## src/rtl/dtc_seq_walker.sv

```systemverilog
`default_nettype none
// ============================================================================
//  Module   : dtc_seq_walker
//  Purpose  : Table-programmable decision-tree classifier. A config port
//             loads node entries into a register table. Each accepted
//             feature vector is classified by walking the table one node
//             per cycle from root node 0. The 1-bit class is returned on a
//             valid/ready pair.
//  Ports    : clk, rst_n (synchronous, active low)
//             cfg_we/cfg_addr/cfg_data : node-table write (IDLE only)
//             in_valid/in_ready/inp    : feature vector input handshake
//             out_valid/out_ready      : result handshake
//             outp                     : class bit
//             out_err                  : walk aborted (depth overrun or
//                                        bad feature index)
//             busy                     : walk in progress or result pending
//  Entry    : [W-1] is_leaf | [W-2 -: FIW] feat_idx |
//             [2*NODE_AW-1:NODE_AW] right | [NODE_AW-1:0] left
//             For a leaf, bit 0 holds the class.
//  Revision : 1.0  initial release
// ============================================================================
module dtc_seq_walker #(
    parameter int N_FEAT    = 12,
    parameter int FIW       = 4,
    parameter int NODE_AW   = 5,
    parameter int MAX_DEPTH = 8
) (
    input  logic                           clk,
    input  logic                           rst_n,
    input  logic                           cfg_we,
    input  logic [NODE_AW-1:0]             cfg_addr,
    input  logic [1+FIW+2*NODE_AW-1:0]     cfg_data,
    input  logic                           in_valid,
    output logic                           in_ready,
    input  logic [N_FEAT-1:0]              inp,
    output logic                           out_valid,
    input  logic                           out_ready,
    output logic                           outp,
    output logic                           out_err,
    output logic                           busy
);

    localparam int             c_W     = 1 + FIW + 2 * NODE_AW;
    localparam int             c_NODES = 2 ** NODE_AW;
    localparam int             c_FEXT  = 2 ** FIW;
    localparam logic [7:0]     c_DMAX  = 8'(MAX_DEPTH - 1);
    localparam logic [FIW:0]   c_NFEAT = (FIW + 1)'(N_FEAT);

    typedef enum logic [1:0] {
        S_IDLE = 2'd0,
        S_WALK = 2'd1,
        S_DONE = 2'd2
    } state_t;

    state_t                 r_state;
    state_t                 w_state_nxt;
    logic [c_W-1:0]         r_tbl [c_NODES];
    logic [N_FEAT-1:0]      r_inp;
    logic [NODE_AW-1:0]     r_ptr;
    logic [7:0]             r_depth;
    logic                   r_outp;
    logic                   r_err;

    logic [c_W-1:0]         w_node;
    logic                   w_leaf;
    logic [FIW-1:0]         w_fidx;
    logic                   w_bad_feat;
    logic                   w_depth_hit;
    logic [c_FEXT-1:0]      w_inp_ext;
    logic [NODE_AW-1:0]     w_next;
    logic                   w_accept;
    logic                   w_cfg_wr;

    // Combinational table read of the node currently being visited.
    assign w_node      = r_tbl[r_ptr];
    assign w_leaf      = w_node[c_W-1];
    assign w_fidx      = w_node[c_W-2 -: FIW];
    assign w_bad_feat  = ({1'b0, w_fidx} >= c_NFEAT);
    assign w_depth_hit = (r_depth == c_DMAX);

    // Zero-extend the latched vector so any feat_idx selects a defined bit;
    // out-of-range indices are trapped by w_bad_feat before next is used.
    always_comb begin
        w_inp_ext              = '0;
        w_inp_ext[N_FEAT-1:0]  = r_inp;
    end

    assign w_next = w_inp_ext[w_fidx] ? w_node[2*NODE_AW-1:NODE_AW]
                                      : w_node[NODE_AW-1:0];

    // in_ready is forced low while reset is asserted.
    assign in_ready  = rst_n && (r_state == S_IDLE);
    assign w_accept  = in_ready && in_valid;
    assign w_cfg_wr  = cfg_we && (r_state == S_IDLE);
    assign out_valid = (r_state == S_DONE);
    assign busy      = (r_state == S_WALK) || (r_state == S_DONE);
    assign outp      = r_outp;
    assign out_err   = r_err;

    always_comb begin
        w_state_nxt = r_state;
        case (r_state)
            S_IDLE: if (in_valid) w_state_nxt = S_WALK;
            S_WALK: if (w_leaf || w_bad_feat || w_depth_hit) w_state_nxt = S_DONE;
            S_DONE: if (out_ready) w_state_nxt = S_IDLE;
            default: w_state_nxt = S_IDLE;
        endcase
    end

    always_ff @(posedge clk) begin
        if (!rst_n) begin
            r_state <= S_IDLE;
            r_inp   <= '0;
            r_ptr   <= '0;
            r_depth <= '0;
            r_outp  <= 1'b0;
            r_err   <= 1'b0;
            for (int i = 0; i < c_NODES; i++) begin
                r_tbl[i] <= '0;
            end
        end else begin
            r_state <= w_state_nxt;

            // A write accepted alongside a vector lands at the same edge the
            // walk starts, so the first node evaluation already sees it.
            if (w_cfg_wr) begin
                r_tbl[cfg_addr] <= cfg_data;
            end

            if (w_accept) begin
                r_inp   <= inp;
                r_ptr   <= '0;
                r_depth <= '0;
            end

            if (r_state == S_WALK) begin
                if (w_leaf) begin
                    r_outp <= w_node[0];
                    r_err  <= 1'b0;
                end else if (w_bad_feat || w_depth_hit) begin
                    r_outp <= 1'b0;
                    r_err  <= 1'b1;
                end else begin
                    r_ptr   <= w_next;
                    r_depth <= r_depth + 8'd1;
                end
            end
        end
    end

endmodule
`default_nettype wire

```

## config.mk

```make
export PLATFORM = sky130hd
export DESIGN_NAME = dtc_seq_walker
export DESIGN_NICKNAME = d
export VERILOG_FILES = /design/src/rtl/dtc_seq_walker.sv
export SDC_FILE = /design/constraint.sdc
export NUM_CORES = 1
export LEC_CHECK = 0
export ABC_AREA = 0
export BUFFER_PORTS_ARGS = -buffer_cell sky130_fd_sc_hd__buf_2
export CORE_ASPECT_RATIO = 0.8
export CORE_UTILIZATION = 63
export DETAILED_ROUTE_END_ITERATION = 16
export PLACE_DENSITY = 0.87
export SLEW_MARGIN = 40
export SYNTH_ARGS = -nofsm -noshare
export SYNTH_HDL_FRONTEND = slang
export SYNTH_SLANG_ARGS = --single-unit
```

## constraint.sdc

```tcl
create_clock -name clk -period 3.7 [get_ports clk]
set_clock_uncertainty 0.1 [all_clocks]
set_input_delay 0.185 -clock clk [delete_from_list [all_inputs] [get_ports clk]]
set_output_delay 0.185 -clock clk [all_outputs]
set_load 0.01 [all_outputs]
```

* After elaboration in Yosys (flattened, before gate mapping)
Memories as Yosys holds them, arrays and structs flattened. A register that Yosys moved wholly into a read port is not among the register bits. Cells that the tools add are included.
Cells by class: add/sub/neg operators 1, magnitude comparators 2, eq/ne operators 6, mux-type cells 27, reductions and logical operators 12
Operator list (number):
- $mux 5 | 7
- $mux 8 | 4
- $mux 15 | 1
- $reduce_or 15->1 | 1
- $mux 1 | 10
- $add 8x1->8 const B | 1
- $eq 8x3->1 const B | 1
- $mux 2 | 3
- $pmux 2 s3 | 1
- $lt 4x5->1 const B | 1
- $bmux 1 s4 | 1
- $ge 4x4->1 const B | 1
- $logic_or 1x1->1 | 4
- $ne 2x2->1 const B | 2
- $logic_and 1x1->1 | 3
- $reduce_and 3->1 | 1
- $eq 2x1->1 const B | 1
- $eq 2x2->1 const B | 1
- $logic_not 2->1 | 1
- $ne 2x1->1 const B | 1
- $reduce_and 2->1 | 1
- $reduce_bool 2->1 | 1
Storage, ports and cells: register bits 29, RAM bits 480, bits of input ports 37, output and inout bits 5, logic and storage cells 55, memories 1
Memory list:
- r_tbl | depth 32, width 15, rd ports 1, clocked after Yosys merged registers in 1, wr ports 32, RTL line 57 | logic [c_W-1:0] r_tbl [c_NODES];

* Longest topological paths before layout
depth after elaboration 8, depth in mapped cells 14, depth with buffers taken out 9

* Worst setup path after synthesis
Ideal clock, no wire load.
kind register to register, from register r_state[0], to memory r_tbl[12][0] (netlist name), enable pin, library setup time 0.408 ns, data arrival time 2.648 ns, data required time 3.192 ns, path slack 0.544 ns, cell stages (with the launch flop) 9, buffers on the path 2, clock period less this slack 3.156 ns, cell sequence dfxtp_1 -> inv_1 -> ha_1 -> and2_1 -> nand2_1 -> or3_1 -> clkbuf_1 -> clkbuf_1 -> o21ai_0
RTL lines:
- start: declaration | RTL line 55 | state_t r_state;
- start signal: assignment | RTL line 122 | r_state <= w_state_nxt;
- end: declaration | RTL line 57

==> run metrics <==
status complete, no violations; final max-slew violation count 0; Critical-path top delay cell dfxtp_4; ranking of synthesized cells by area edfxtp_1 (61%), and2_1 (13%), mux4_2 (11%), dfxtp_1 (2.5%), mux2i_1 (2.2%); Synth Flop Type edfxtp_1; worst setup path class reg2reg; Initial Util 63.9%; CTS Sinks about 500; Die H ~180 µm; setup tns final 0 ps; antenna violations before repair 4; die area ~38000 µm²; largest net degree at the start of global routing between 50 and 60; Die W roughly 220 µm; post-DR wirelength/cell ~27 µm; PortBufs a little over 40; Final setup viols 0; clock edge transition at the registers on the reported setup and hold paths 70 ps; DRT antenna net count 0; hold crit path type in2reg; Crit path max-delay family simple AND/OR/NAND/NOR gates; TritonRoute pass-1 iters 6; Max VDD drop between 0.5 and 0.6 mV; H-tree Lvls 2; Slew @ Worst Pin 895 ps; slew margin rel. approximately 40%; # fillers 2309; Yosys warnings 0; Core ar. 37000 µm²; vias post-DR between 10000 and 15000; Via density about 6.6; GRT Total Usage 32.3%; sequential share of the synthesized area ~63%; final setup margin about 140 ps; register area around 15000 µm²; DRC 0; fraction of layout cells with a size suffix above 1 20.6%; DRT Wirelength around 60000 µm; layout overhead on the synthesized area 10.6%; top-area cell type share of the netlist area ~60%; WP data required around 4000 ps; max-cap viol count 0; Crit. End Element flip-flop; Final GP Congestion between 0.9 and 1; CTS tree yes; TritonCTS Buffers between 40 and 50; CP max stage delay around 630 ps; post-layout min period 3560 ps; first-pass GRT wire length 89800 µm; Mean Syn Cell Area 14.7 µm²; P per Cell Area approximately 560 nW/µm²; initial DRC count between 2000 and 2500; post-synthesis cell count ~1600; total gr overflow 0; clk_lat worst skew 580 ps; Post-synth EDFFs 480; row count 63; Fmax achieved approximately 0.28 GHz; leakage 9.39 nW; setup slack at placement slightly above 300 ps; Netlist cell types 60; CP max FO 22; RSZ-0062 raised after global routing no; placed cell count around 2100; Setup crit start kind flip-flop; CP arrival roughly 3900 ps; Cell Area, Synth 23700 µm²; FFs w/ async S/R, synth 0%; Hold Fails Final Rpt 0; area of the multi-input gates about 8100 µm²; Synth Register Bits 509; deepest clock path buffer count 3; cells along the critical path mux4_2 -> a22o_1 -> nor2_1 -> nand3_2 -> a211oi_4 -> buf_4 -> nand4_1 -> and3_1 -> o21a_1; Final #Nets 1709; Syn Nets 1654; post-DP HPWL between 30000 and 40000 µm; final cycle utilization of the critical path a little over nine tenths; root buf cell clkbuf_16; CP bufs+invs 1; Finished Layout Cells 2190; via count of the first global-routing pass 14489; cell taking the most area after synthesis edfxtp_1; Ports 42
==> path summary, 6_finish.rpt <==
| kind | startpoint | end | slack (ps) | cells past startpoint |
|---|---|---|---|---|
| setup / recovery | r_ptr[0] | r_depth[7] | 140 | 9 |
| hold / removal | out_ready | r_state[1] | 20 | 5 |
| hold reg to reg | out_err | out_err | 360 | 2 |
| setup reg to reg | r_ptr[0] | r_depth[7] | 140 | 9 |
==> logic make-up after synthesis <==
logic type | count (synthesis) | synth area share, %
and+or+nand+nor | 660 | 16.4
xor gates and xnor gates | 4 | 0.148
AOI/OAI and AO/OA | 113 | 3.17
muxes | 179 | 13.9
DFF | 509 | 63.3
buffers and inverters | 142 | 2.82
adders and majority gates | 5 | 0.264
==> cells in the final DEF, fill, tap and decap left out, types with 11 or more instances in the layout <==
cell / netlist / final
a21oi_1: 11 / 11
a22oi_1: 17 / 17
and2_1: 486 / 486
buf_2: 14 / 41
buf_4: 11 / 83
clkbuf_1: 100 / 11
clkbuf_16: 0 / 48
clkinv_1: 0 / 11
dfxtp_1: 29 / 26
dlygate4sd3_1: 0 / 12
edfxtp_1: 480 / 480
mux2i_1: 51 / 51
mux4_2: 113 / 113
nand2_1: 48 / 47
nand3_1: 16 / 16
nor2_1: 56 / 39
nor2_2: 3 / 20
o21ai_0: 50 / 18
o21ai_1: 1 / 33
==> registers in the layout, summed over array words and instances (netlist names) <==
signal,flops
out_err,1
outp,1
r_depth,8
r_inp,12
r_ptr,5
r_state,2
r_tbl,480
==> per-stage QoR <==
stage / power, W / cell area [µm²] / utilization [%] / hold WS [ps]
finish: 0.0148 / 26200 / 70.7 / 19.7
global route: 0.0151 / 26200 / 70.7 / 43.3
CTS: 0.0147 / 26200 / 70.7 / 14.0
detailed placement: 0.0101 / 24600 / 66.5 / 295
global placement: 0.0100 / 24600 / 66.4 / 278
floorplan: 0.00901 / 23700 / - / 194
==> what timing repair did <==
action | CTS | global route
buffers inserted | 0 | 0
endpoints found under the hold margin | 12 | 0
hold buffers | 12 | 0
endpoints found under the setup margin | 0 | 3
gates resized for setup | 0 | 1
==> Yosys cell counts (3+ instances only) <==
cell type,count
edfxtp_1,480
dfxtp_1,29
nand2_1,48
o21ai_0,50
nand3b_1,8
nor2b_1,4
mux2_2,10
mux4_2,113
buf_2,14
a211oi_1,3
mux4_1,4
nor2_1,56
and3_1,10
o311ai_1,5
buf_4,11
clkbuf_1,100
a22o_1,6
a22oi_1,17
ha_1,5
and2_1,486
nor4_1,5
nand3_1,16
a311oi_1,5
nor2_2,3
inv_1,6
mux2i_1,51
nand4_1,8
buf_6,8
a21oi_1,11
==> where the power goes <==
| group | internal, W | total (W) | switching (W) |
|---|---|---|---|
| clock | 0.00253 | 0.00465 | 0.00212 |
| sequential | 0.00655 | 0.00677 | 0.000215 |
| combinational | 0.00139 | 0.00336 | 0.00196 |
| total | 0.0105 | 0.0148 | 0.00430 |
==> worst register-to-register path, stage by stage (launching register included) <==
cell and delay, ps:
dfxtp_4 630, mux4_2 610, a22o_1 250, nor2_1 470, nand3_2 180, a211oi_4 430, buf_4 270, nand4_1 130
and3_1 200, o21a_1 170
==> metal layers <==
layer,vias up,track usage (%),wire length (µm)
met3,160,8.59,8190
met4,0,10.4,1920
met2,1050,48.8,27700
met5,-,0,0
met1,7227,46.3,22400
li1,6037,-,-
==> area by class of cell <==
class / count / share of cell area [%]
diodes: 2 / 0.0191
repair buffers: 141 / 4.00
inverters: 6 / 0.0859
multi-input cells: 961 / 30.8
flip-flops and latches: 509 / 57.3
clock inverters: 25 / 0.750
well taps: 487 / 2.33
clock buffers: 59 / 4.74
Note: power is estimated with default switching activity, not from simulation.
